File: config.mk
export PLATFORM = sky130hd
export DESIGN_NAME = capture_sequencer
export DESIGN_NICKNAME = d
export VERILOG_FILES = /design/src/rtl/capture_pkg.sv /design/src/rtl/sync_fifo.sv /design/src/rtl/capture_sequencer.sv
export SDC_FILE = /design/constraint.sdc
export NUM_CORES = 1
export LEC_CHECK = 0
export CORE_ASPECT_RATIO = 1.75
export CORE_UTILIZATION = 55
export CTS_BUF_LIST = sky130_fd_sc_hd__clkbuf_4 sky130_fd_sc_hd__clkbuf_8
export CTS_CLUSTER_DIAMETER = 60
export DETAILED_ROUTE_END_ITERATION = 7
export MAX_ROUTING_LAYER = met4
export PLACE_DENSITY = 0.78
export SLEW_MARGIN = 15
export SYNTH_ARGS = -nofsm -noshare
export SYNTH_HDL_FRONTEND = slang
export SYNTH_SLANG_ARGS = --single-unit
File: constraint.sdc
create_clock -name clk -period 3.9 [get_ports clk]
set_input_delay 0.78 -clock clk [delete_from_list [all_inputs] [get_ports clk]]
set_output_delay 0.78 -clock clk [all_outputs]
set_load 0.01 [all_outputs]
File: src/rtl/capture_pkg.sv
// Shared definitions for the capture sequencer.
//   state_e     : sequencer state encoding (IDLE/RUN/DRAIN/DONE)
//   BE_ALL_ONES : all-ones byteenable, truncated to the bus width by users
package capture_pkg;

   typedef enum logic [1:0] {
      ST_IDLE  = 2'd0,
      ST_RUN   = 2'd1,
      ST_DRAIN = 2'd2,
      ST_DONE  = 2'd3
   } state_e;

   localparam int unsigned BE_MAX_WIDTH = 64;
   localparam logic [BE_MAX_WIDTH-1:0] BE_ALL_ONES = '1;

endpackage

File: src/rtl/sync_fifo.sv
// Show-ahead synchronous FIFO: dout always presents the head entry.
//   clk, reset_n : clock, async active-low reset
//   push, din    : write an entry (ignored when full)
//   pop          : drop the head entry (ignored when empty)
//   dout         : head entry, valid while !empty
//   count        : occupancy 0..DEPTH
//   full, empty  : occupancy flags
module sync_fifo #(
   parameter int unsigned WIDTH      = 27,
   parameter int unsigned DEPTH      = 16,
   parameter int unsigned DEPTH_LOG2 = 4
) (
   input  logic                  clk,
   input  logic                  reset_n,
   input  logic                  push,
   input  logic [WIDTH-1:0]      din,
   input  logic                  pop,
   output logic [WIDTH-1:0]      dout,
   output logic [DEPTH_LOG2:0]   count,
   output logic                  full,
   output logic                  empty
);

   localparam int unsigned CW = DEPTH_LOG2 + 1;

   logic [WIDTH-1:0]      mem_q [DEPTH];
   logic [DEPTH_LOG2-1:0] wr_ptr_q, rd_ptr_q;
   logic [CW-1:0]         count_q;
   logic                  do_push, do_pop;

   assign do_push = push && !full;
   assign do_pop  = pop && !empty;

   // Storage is not reset; validity is tracked by count_q.
   always_ff @(posedge clk) begin
      if (do_push) mem_q[wr_ptr_q] <= din;
   end

   // Pointers wrap naturally because DEPTH is a power of two.
   always_ff @(posedge clk or negedge reset_n) begin
      if (!reset_n) begin
         wr_ptr_q <= '0;
         rd_ptr_q <= '0;
         count_q  <= '0;
      end else begin
         if (do_push) wr_ptr_q <= wr_ptr_q + DEPTH_LOG2'(1);
         if (do_pop)  rd_ptr_q <= rd_ptr_q + DEPTH_LOG2'(1);
         count_q <= count_q + CW'(do_push) - CW'(do_pop);
      end
   end

   assign dout  = mem_q[rd_ptr_q];
   assign count = count_q;
   assign full  = (count_q == CW'(DEPTH));
   assign empty = (count_q == '0);

endmodule

File: src/rtl/capture_sequencer.sv
// Capture sequencer: gates DUT stimulus with sample_enable, buffers samples
// in a FIFO and writes each one to memory as a single Avalon-MM word.
//   clk, reset_n          : clock, async active-low reset
//   start, auto_rearm     : arm a run / re-arm automatically after done
//   fixed_location        : all words go to the latched base address
//   base_address          : first word address, latched at arm
//   sample_count          : samples per run, latched at arm
//   sample_data           : DUT output, captured on edges with sample_enable=1
//   sample_enable         : clock-enable for LFSRs/DUT
//   avm_*                 : Avalon-MM write master
//   busy, done            : run in progress / one-cycle completion pulse
//   words_written         : words accepted in the current or last run
module capture_sequencer
   import capture_pkg::*;
#(
   parameter int unsigned SAMPLE_WIDTH    = 27,
   parameter int unsigned DATAWIDTH       = 32,
   parameter int unsigned BYTEENABLEWIDTH = 4,
   parameter int unsigned ADDRESSWIDTH    = 32,
   parameter int unsigned FIFODEPTH       = 16,
   parameter int unsigned FIFODEPTH_LOG2  = 4,
   parameter int unsigned COUNT_WIDTH     = 16
) (
   input  logic                       clk,
   input  logic                       reset_n,
   input  logic                       start,
   input  logic                       auto_rearm,
   input  logic                       fixed_location,
   input  logic [ADDRESSWIDTH-1:0]    base_address,
   input  logic [COUNT_WIDTH-1:0]     sample_count,
   input  logic [SAMPLE_WIDTH-1:0]    sample_data,
   output logic                       sample_enable,
   output logic [ADDRESSWIDTH-1:0]    avm_address,
   output logic                       avm_write,
   output logic [BYTEENABLEWIDTH-1:0] avm_byteenable,
   output logic [DATAWIDTH-1:0]       avm_writedata,
   input  logic                       avm_waitrequest,
   output logic                       busy,
   output logic                       done,
   output logic [COUNT_WIDTH-1:0]     words_written
);

   localparam int unsigned FCW = FIFODEPTH_LOG2 + 1;

   state_e                   state_q, state_d;
   logic [COUNT_WIDTH-1:0]   count_q, count_d;
   logic [COUNT_WIDTH-1:0]   issued_q, issued_d;
   logic [COUNT_WIDTH-1:0]   words_q, words_d;
   logic [ADDRESSWIDTH-1:0]  addr_q, addr_d;
   logic [DATAWIDTH-1:0]     wdata_q, wdata_d;
   logic                     write_q, write_d;
   logic                     en_q, en_d;
   logic                     busy_q, busy_d;
   logic                     done_q, done_d;

   logic                     push, pop, accept, arm;
   logic [SAMPLE_WIDTH-1:0]  fifo_dout;
   logic [FCW-1:0]           fifo_count, fifo_count_nxt;
   logic                     fifo_full, fifo_empty;

   // Sample buffer between the DUT and the write master.
   sync_fifo #(
      .WIDTH      (SAMPLE_WIDTH),
      .DEPTH      (FIFODEPTH),
      .DEPTH_LOG2 (FIFODEPTH_LOG2)
   ) u_fifo (
      .clk     (clk),
      .reset_n (reset_n),
      .push    (push),
      .din     (sample_data),
      .pop     (pop),
      .dout    (fifo_dout),
      .count   (fifo_count),
      .full    (fifo_full),
      .empty   (fifo_empty)
   );

   assign push   = en_q && !fifo_full;
   assign accept = write_q && !avm_waitrequest;
   // Refill the write register when idle or in the same edge it drains.
   assign pop    = !fifo_empty && (!write_q || accept);
   assign fifo_count_nxt = fifo_count + FCW'(push) - FCW'(pop);

   // Next-state and next-output logic.
   always_comb begin
      state_d  = state_q;
      count_d  = count_q;
      issued_d = issued_q;
      words_d  = words_q;
      addr_d   = addr_q;
      wdata_d  = wdata_q;
      write_d  = write_q;
      arm      = 1'b0;

      // Write side runs independently of the sequencer state.
      if (pop) begin
         write_d = 1'b1;
         wdata_d = DATAWIDTH'(fifo_dout);
      end else if (accept) begin
         write_d = 1'b0;
      end
      if (accept) begin
         words_d = words_q + COUNT_WIDTH'(1);
         if (!fixed_location) addr_d = addr_q + ADDRESSWIDTH'(BYTEENABLEWIDTH);
      end
      if (push) issued_d = issued_q + COUNT_WIDTH'(1);

      case (state_q)
         ST_IDLE:  if (start) arm = 1'b1;
         ST_RUN:   if (issued_d == count_q) state_d = ST_DRAIN;
         ST_DRAIN: if (fifo_count_nxt == '0 && !write_d) state_d = ST_DONE;
         ST_DONE:  if (auto_rearm) arm = 1'b1; else state_d = ST_IDLE;
         default:  state_d = ST_IDLE;
      endcase

      if (arm) begin
         count_d  = sample_count;
         issued_d = '0;
         words_d  = '0;
         addr_d   = base_address;
         state_d  = (sample_count == '0) ? ST_DONE : ST_RUN;
      end

      done_d = (state_d == ST_DONE);
      busy_d = (state_d == ST_RUN) || (state_d == ST_DRAIN);
      // Enable only if the next edge's push still fits after this edge settles.
      en_d   = (state_d == ST_RUN) && (issued_d < count_d) &&
               (fifo_count_nxt < FCW'(FIFODEPTH));
   end

   // State and output registers.
   always_ff @(posedge clk or negedge reset_n) begin
      if (!reset_n) begin
         state_q  <= ST_IDLE;
         count_q  <= '0;
         issued_q <= '0;
         words_q  <= '0;
         addr_q   <= '0;
         wdata_q  <= '0;
         write_q  <= 1'b0;
         en_q     <= 1'b0;
         busy_q   <= 1'b0;
         done_q   <= 1'b0;
      end else begin
         state_q  <= state_d;
         count_q  <= count_d;
         issued_q <= issued_d;
         words_q  <= words_d;
         addr_q   <= addr_d;
         wdata_q  <= wdata_d;
         write_q  <= write_d;
         en_q     <= en_d;
         busy_q   <= busy_d;
         done_q   <= done_d;
      end
   end

   assign sample_enable  = en_q;
   assign avm_address    = addr_q;
   assign avm_write      = write_q;
   assign avm_writedata  = wdata_q;
   assign avm_byteenable = BYTEENABLEWIDTH'(BE_ALL_ONES);
   assign busy           = busy_q;
   assign done           = done_q;
   assign words_written  = words_q;

endmodule

==> reports/results.ini, run 1 <==
[status]
status=completed

[sta]
fin_crit_ns=3.774
slew_headroom_pct=52.25
tightest_slew_ns=0.7163
holdWs_ns=0.1534
finClkSkew_ns=0.02820
min_period_over_period_pct=96.76
hold_viol_final=0
max_freq_mhz=265.0
finalMaxSlewViolations=0
setup_viol=0

[floorplanning]
core_mm2=0.04187
dieArea_mm2=0.04349
start_util_pct=55.99
dieWidth_um=158.1
rows=99
fp.dieH_um=275.1
ios=169

[yosys]
synth_area_leaders=edfxtp_1 (55%), dfrtp_1 (13%), mux4_2 (13%)
ys.flop_type=edfxtp_1
synth_edf_count=432
yosysWarnings=0
async_flop_share_pct=22.58
syn_inst=1387
yosysMostFrequentCell=edfxtp_1
synth_top_area_share_pct=55.33
yosys-top-cells-count=edfxtp_1 (432), nand2_1 (164), mux4_2 (135)
syn_avg_cell_area_um2=16.90
synth.distinct_cells=68
ys_seq_area_share_pct=68.78
ys_ff_latch=558
yosysTopAreaCell=edfxtp_1
synthesis.area_mm2=0.02344

[critical_path]
cp-start-kind=flop
criticalPathCategory=flop to flop
worstReg2RegEnd=sample_enable
critPathMaxFanout=2
arrival_ns=4.30
crit_required_ns=4.43
r2r-start=u_fifo.count[3]
critPathCaptureType=flop
ff2ff_path_depth=17
rrSetupSlack_ns=0.13
cp-startpoint=u_fifo.count[3]

[global_route]
grt_max_degree=79
grt_pass1_vias=14150
antenna_found_initial=3
grt_use_total_pct=26.01
grt_first_pass_wirelength_mm=79.81
grt_overflow=0

[placed_design]
gp_congestion=0.9561
dpl.hpwl_mm=33.05
placedCellCount=2090
portBuffers=159

[clocking]
cts_tree=yes
clk_latency_ns=0.65
cts_buffers=78
htree_levels=3
cts_sinks=558
path_clk_slew_ns=0.07
clockBufferDepth=3
clockRootBuffer=clkbuf_8

[final_layout]
fin_util_pct=66.37
num-nets-final=1752
final_cell_count_no_fill=2257
drive_gt1_share_pct=21.42
area_growth_pct=18.52

[drt]
drt_wl_total_mm=52.98
post-route-drc-count=0
viasPerCell=5.876
ant_nets=0
num_vias=13260
wl_per_cell_um=23.47
first_pass_iters=5
first_iter_violations=1037

[min_path]
min_path_type=input port to asynchronous set/reset pin

[power_and_ir_drop]
cellLeakagePower_nw=9.862
powerDensity_mw_per_mm2=569.5
power.total_w=0.01583
ir_worst_vdd_mv=0.4154

[job]
maxCapViolCount=0

critical path: stages (launching register included):
cell and delay [ns]:
dfrtp_1 0.40, inv_2 0.09, ha_4 0.13, nor4b_4 0.20
nand2b_4 0.17, inv_1 0.05, ha_1 0.27, inv_1 0.07
ha_4 0.17, fa_1 0.49, or4b_4 0.51, nor3_2 0.18
a31oi_1 0.10, nor3b_2 0.17, a21boi_2 0.15, ha_2 0.18
nand4b_1 0.09, a311oi_1 0.23
sequential cells by signal (all words and copies together), names as in the netlist:
register	cells
u_fifo.count	5
state_q	2
avm_address	32
u_fifo.mem_q	432
count_q	16
u_fifo.rd_ptr_q	4
avm_writedata	27
words_written	16
done	1
issued_q	16
sample_enable	1
busy	1
u_fifo.wr_ptr_q	4
avm_write	1
worst max-delay path by stage:
stage                          to  slack [ns]  depth (start not counted)
floorplan           sample_enable        0.02                         18
global placement    sample_enable       -0.42                         16
detailed placement  sample_enable       -0.52                         16
CTS                 sample_enable        0.02                         17
global route        sample_enable       -0.05                         17
finish              sample_enable        0.13                         17
power by group:
group | internal [W] | leakage [nW] | total, W | switching [W]
Combinational | 0.00224 | 3.55 | 0.00388 | 0.00164
Clock | 0.00260 | 0.870 | 0.00481 | 0.00221
Sequential | 0.00668 | 5.44 | 0.00713 | 0.000456
Total | 0.0115 | 9.86 | 0.0158 | 0.00430
cells by family (layout without fill, tap and decap cells):
kind of cell	after synthesis	after routing	synth area share, %
other	2	12	0.03203
AOI/OAI and AO/OA	94	94	2.434
DFF	558	558	68.78
buffers and inverters	103	408	1.932
adders and majority gates	37	37	2.007
xor gates and xnor gates	79	79	3.309
and+or+nand+nor	362	362	7.808
muxes	152	152	13.69
per-layer routing:
metal / global-route usage, % / vias up / share of wire, %
met1: 28.38 / 6775 / 36
met3: 4.490 / 141 / 6.4
li1: - / 5836 / -
met4: 12.73 / 0 / 4.0
met5: - / - / 0
met2: 45.48 / 510 / 54
what timing repair did:
item	4_1_cts	5_1_grt
gates resized for setup	6	3
setup buffers	15	4
hold buffers	0	0
setup endpoints to repair	1	1
pin swaps	4	8
final cells by class:
class / instances / area [um2]
diodes: 3 / 7.507
fillers: 2903 / 14080
multi-input cells: 733 / 6970
inverters: 36 / 135.1
well taps: 555 / 694.4
clock buffers: 100 / 1245
clock inverters: 45 / 434.2
repair buffers: 227 / 2166
flip-flops and latches: 558 / 16130
per-stage QoR:
stage	setup TNS (ns)	setup WS [ns]	area, um2
2_1_floorplan	0	0.02213	23510
3_3_place_gp	-0.8443	-0.4176	25920
3_5_place_dp	-1.204	-0.5215	25920
4_1_cts	0	0.01987	27730
5_1_grt	-0.04940	-0.04940	27790
6_report	0	0.1264	27790
cells in the final DEF, fill, tap and decap left out, types with 40 or more instances in the layout:
cell / Yosys / layout
buf_4: 9 / 63
edfxtp_1: 432 / 432
o21ai_0: 40 / 40
clkbuf_8: 0 / 79
mux4_2: 135 / 135
nor2_1: 53 / 53
nand2_1: 164 / 164
clkdlybuf4s50_1: 0 / 158
xnor2_1: 42 / 42
dfrtp_1: 126 / 123
Power figures use the tool's default switching activity.
==> inputs of run 2 (changes only) <==
Settings changed: PLACE_DENSITY 0.78 to 0.75.
Clock period 3.9 ns to 4.15 ns, I/O delays scaled along.
==> run 2 against run 1 <==
Net effect:
- core utilization is 0.57 points lower
- critical path depth stayed put
- via count is 2.5% lower
- fmax is 4.4% lower
- non-clock buffer count is 30 lower
- sequential share of layout area is 0.50 points higher
- sequential power is 5.8% lower
- final area is 0.86% lower
- total power is 7.8% lower
- count of clock-buffer cells in the layout is 13 higher
- clock power is 8.1% lower
==> reports/results.ini, run 2 (synthesized netlist as in run 1, its figures left out) <==
[critical_path]
criticalPathCategory=flop to flop
cp-start-kind=flop
crit_required_ns=4.67  ; +0.24 ns
arrival_ns=4.47  ; +0.17 ns
critPathCaptureType=flop
ff2ff_path_depth=17  ; unchanged
critPathMaxFanout=2  ; unchanged

[clocking]
cts_sinks=558  ; unchanged
cts_tree=yes
cts-resized-gates=0  ; -6
htree_levels=3  ; unchanged
clk_latency_ns=0.65  ; about the same
clockRootBuffer=clkbuf_8
hold_buffers=0  ; unchanged
cts_buffers=77  ; -1.3%
clockBufferDepth=3  ; unchanged
path_clk_slew_ns=0.07  ; about the same
cts_setup_buffers=0  ; -15

[power_and_ir_drop]
seqPwrFrac_pct=46.0  ; +0.9 points
pwr-share-comb_pct=23.7  ; -0.8 points
powerDensity_mw_per_mm2=529.7  ; -7.0%
power.share.clock_pct=30.3  ; about the same
cellLeakagePower_nw=9.724  ; -1.4%
p_switching_w=0.003945  ; -8.3%
ir_worst_vdd_mv=0.3697  ; -11%
netSwitchingFraction_pct=27.03  ; -0.15 points
p_int_w=0.01065  ; -7.6%

[drt]
post-route-drc-count=0  ; unchanged
num_vias=12940  ; -2.5%
viasPerCell=5.811  ; -1.1%
drt_wl_total_mm=51.86  ; -2.1%
wl_per_cell_um=23.30  ; -0.74%
first_pass_iters=5  ; unchanged
first_iter_violations=859  ; -17%
ant_nets=0  ; unchanged

[final_layout]
mostFrequentLayoutCells=edfxtp_1 (432), nand2_1 (163), clkdlybuf4s50_1 (158)
area_growth_pct=17.51
drive_gt1_share_pct=19.90  ; -1.5 points
fin_util_pct=65.80  ; -0.57 points
fillCellCount=2922  ; +0.65%
largest_reg_flops=432  ; unchanged
final_common_cell=edfxtp_1
largest_register=u_fifo.mem_q
num-nets-final=1721  ; -1.8%

[global_route]
grt_max_degree=109  ; +38%
antenna_found_initial=3  ; unchanged
grt_pass1_vias=13630  ; -3.7%
grt_overflow=0  ; unchanged
grt_use_total_pct=25.69  ; -0.31 points
grt_first_pass_wirelength_mm=78.34  ; -1.8%

[sta]
hold_viol_final=0  ; unchanged
min_period_over_period_pct=95.09  ; -1.7 points
tns_ns=0  ; unchanged
fin_crit_ns=3.946  ; +0.1728 ns
max_freq_mhz=253.4  ; -4.4%
slew_headroom_pct=26.59  ; -26 points
finalMaxSlewViolations=0  ; unchanged
tightest_slew_ns=1.101  ; +0.3849 ns
holdWs_ns=0.06805  ; -0.08533 ns
setup_viol=0  ; unchanged
finClkSkew_ns=0.03879  ; +0.01059 ns

[floorplanning]
fp.dieH_um=275.1  ; unchanged
core_mm2=0.04187  ; unchanged
dieWidth_um=158.1  ; unchanged
ios=169  ; unchanged
dieArea_mm2=0.04349  ; unchanged
start_util_pct=55.99  ; unchanged
rows=99  ; unchanged

[status]
status=completed

[placed_design]
portBuffers=159  ; unchanged
dpl.hpwl_mm=31.38  ; -5.0%
gp_congestion=0.8881  ; -7.1%

[job]
maxCapViolCount=0  ; unchanged

[min_path]
min_path_type=input port to asynchronous set/reset pin

-- run 2: changes by cell type in the layout (fill, tap and decap cells not counted), moves of 4 or more --
cell,change
buf_4,-35
clkbuf_8,+8
clkbuf_4,+5
clkinv_1,-5
buf_12,+4
bufinv_16,-4
-- run 2: final timing paths --
kind	start	endpoint	slack [ns]
worst max-delay path	u_fifo.count[2]	sample_enable	0.20
worst min-delay path	reset_n	count_q[7]	0.07
worst max register to register	u_fifo.count[2]	sample_enable	0.20
min in group clk	avm_writedata[20]	avm_writedata[20]	0.47
worst min register to register	avm_writedata[20]	avm_writedata[20]	0.47
max in group asynchronous	reset_n	u_fifo.rd_ptr_q[1]	2.94
-- run 2: power by group through the flow --
stage	logic, W	registers [W]	clock network, W
5_1_grt	0.00373	0.00678	0.00476
6_report	0.00345	0.00672	0.00442
3_5_place_dp	0.00348	0.00684	0
2_1_floorplan	0.00247	0.00663	0
4_1_cts	0.00350	0.00672	0.00453
3_3_place_gp	0.00344	0.00682	0
-- run 2: metrics by stage --
stage                     power, W  cells  instance area [um2]  setup WS (ns)
after floorplan           0.009101   1394                23470        0.08997
after global placement     0.01026   2078                25850        -0.2249
after detailed placement   0.01032   2078                25850        -0.2898
after CTS                  0.01476   2222                27490        0.02680
after global routing       0.01526   2226                27550      -0.003847
final                      0.01459   2226                27550         0.2036
-- run 2: cell type report --
class | instances | area (um2) | share of cell area [%]
Clock inverter | 31 | 246.5 | 0.8947
Tap cell | 555 | 694.4 | 2.521
Multi-Input combinational cell | 733 | 6928 | 25.15
Sequential cell | 558 | 16130 | 58.57
Antenna cell | 3 | 7.507 | 0.02725
Inverter | 36 | 135.1 | 0.4905
Clock buffer | 113 | 1393 | 5.055
Timing Repair Buffer | 197 | 2011 | 7.299
-- run 2: critical path, stage by stage, from the launching register on --
cell,delay (ns)
dfrtp_1,0.39
inv_1,0.08
ha_1,0.18
nor4b_4,0.21
nand2b_2,0.16
inv_1,0.05
ha_1,0.26
inv_1,0.04
ha_1,0.19
fa_1,0.46
or4b_2,0.69
nor3_2,0.12
a31oi_1,0.12
nor3b_1,0.16
a21boi_1,0.21
ha_1,0.18
nand4b_1,0.11
a311oi_1,0.23
-- run 2: per-layer routing --
metal  global-route usage [%]  vias up  wire length [um]
li1                         -     5767                 -
met1                    29.05     6588             18840
met2                    45.27      469             28550
met3                    4.175      111              2987
met4                    9.995        0              1482
met5                        -        -                 0
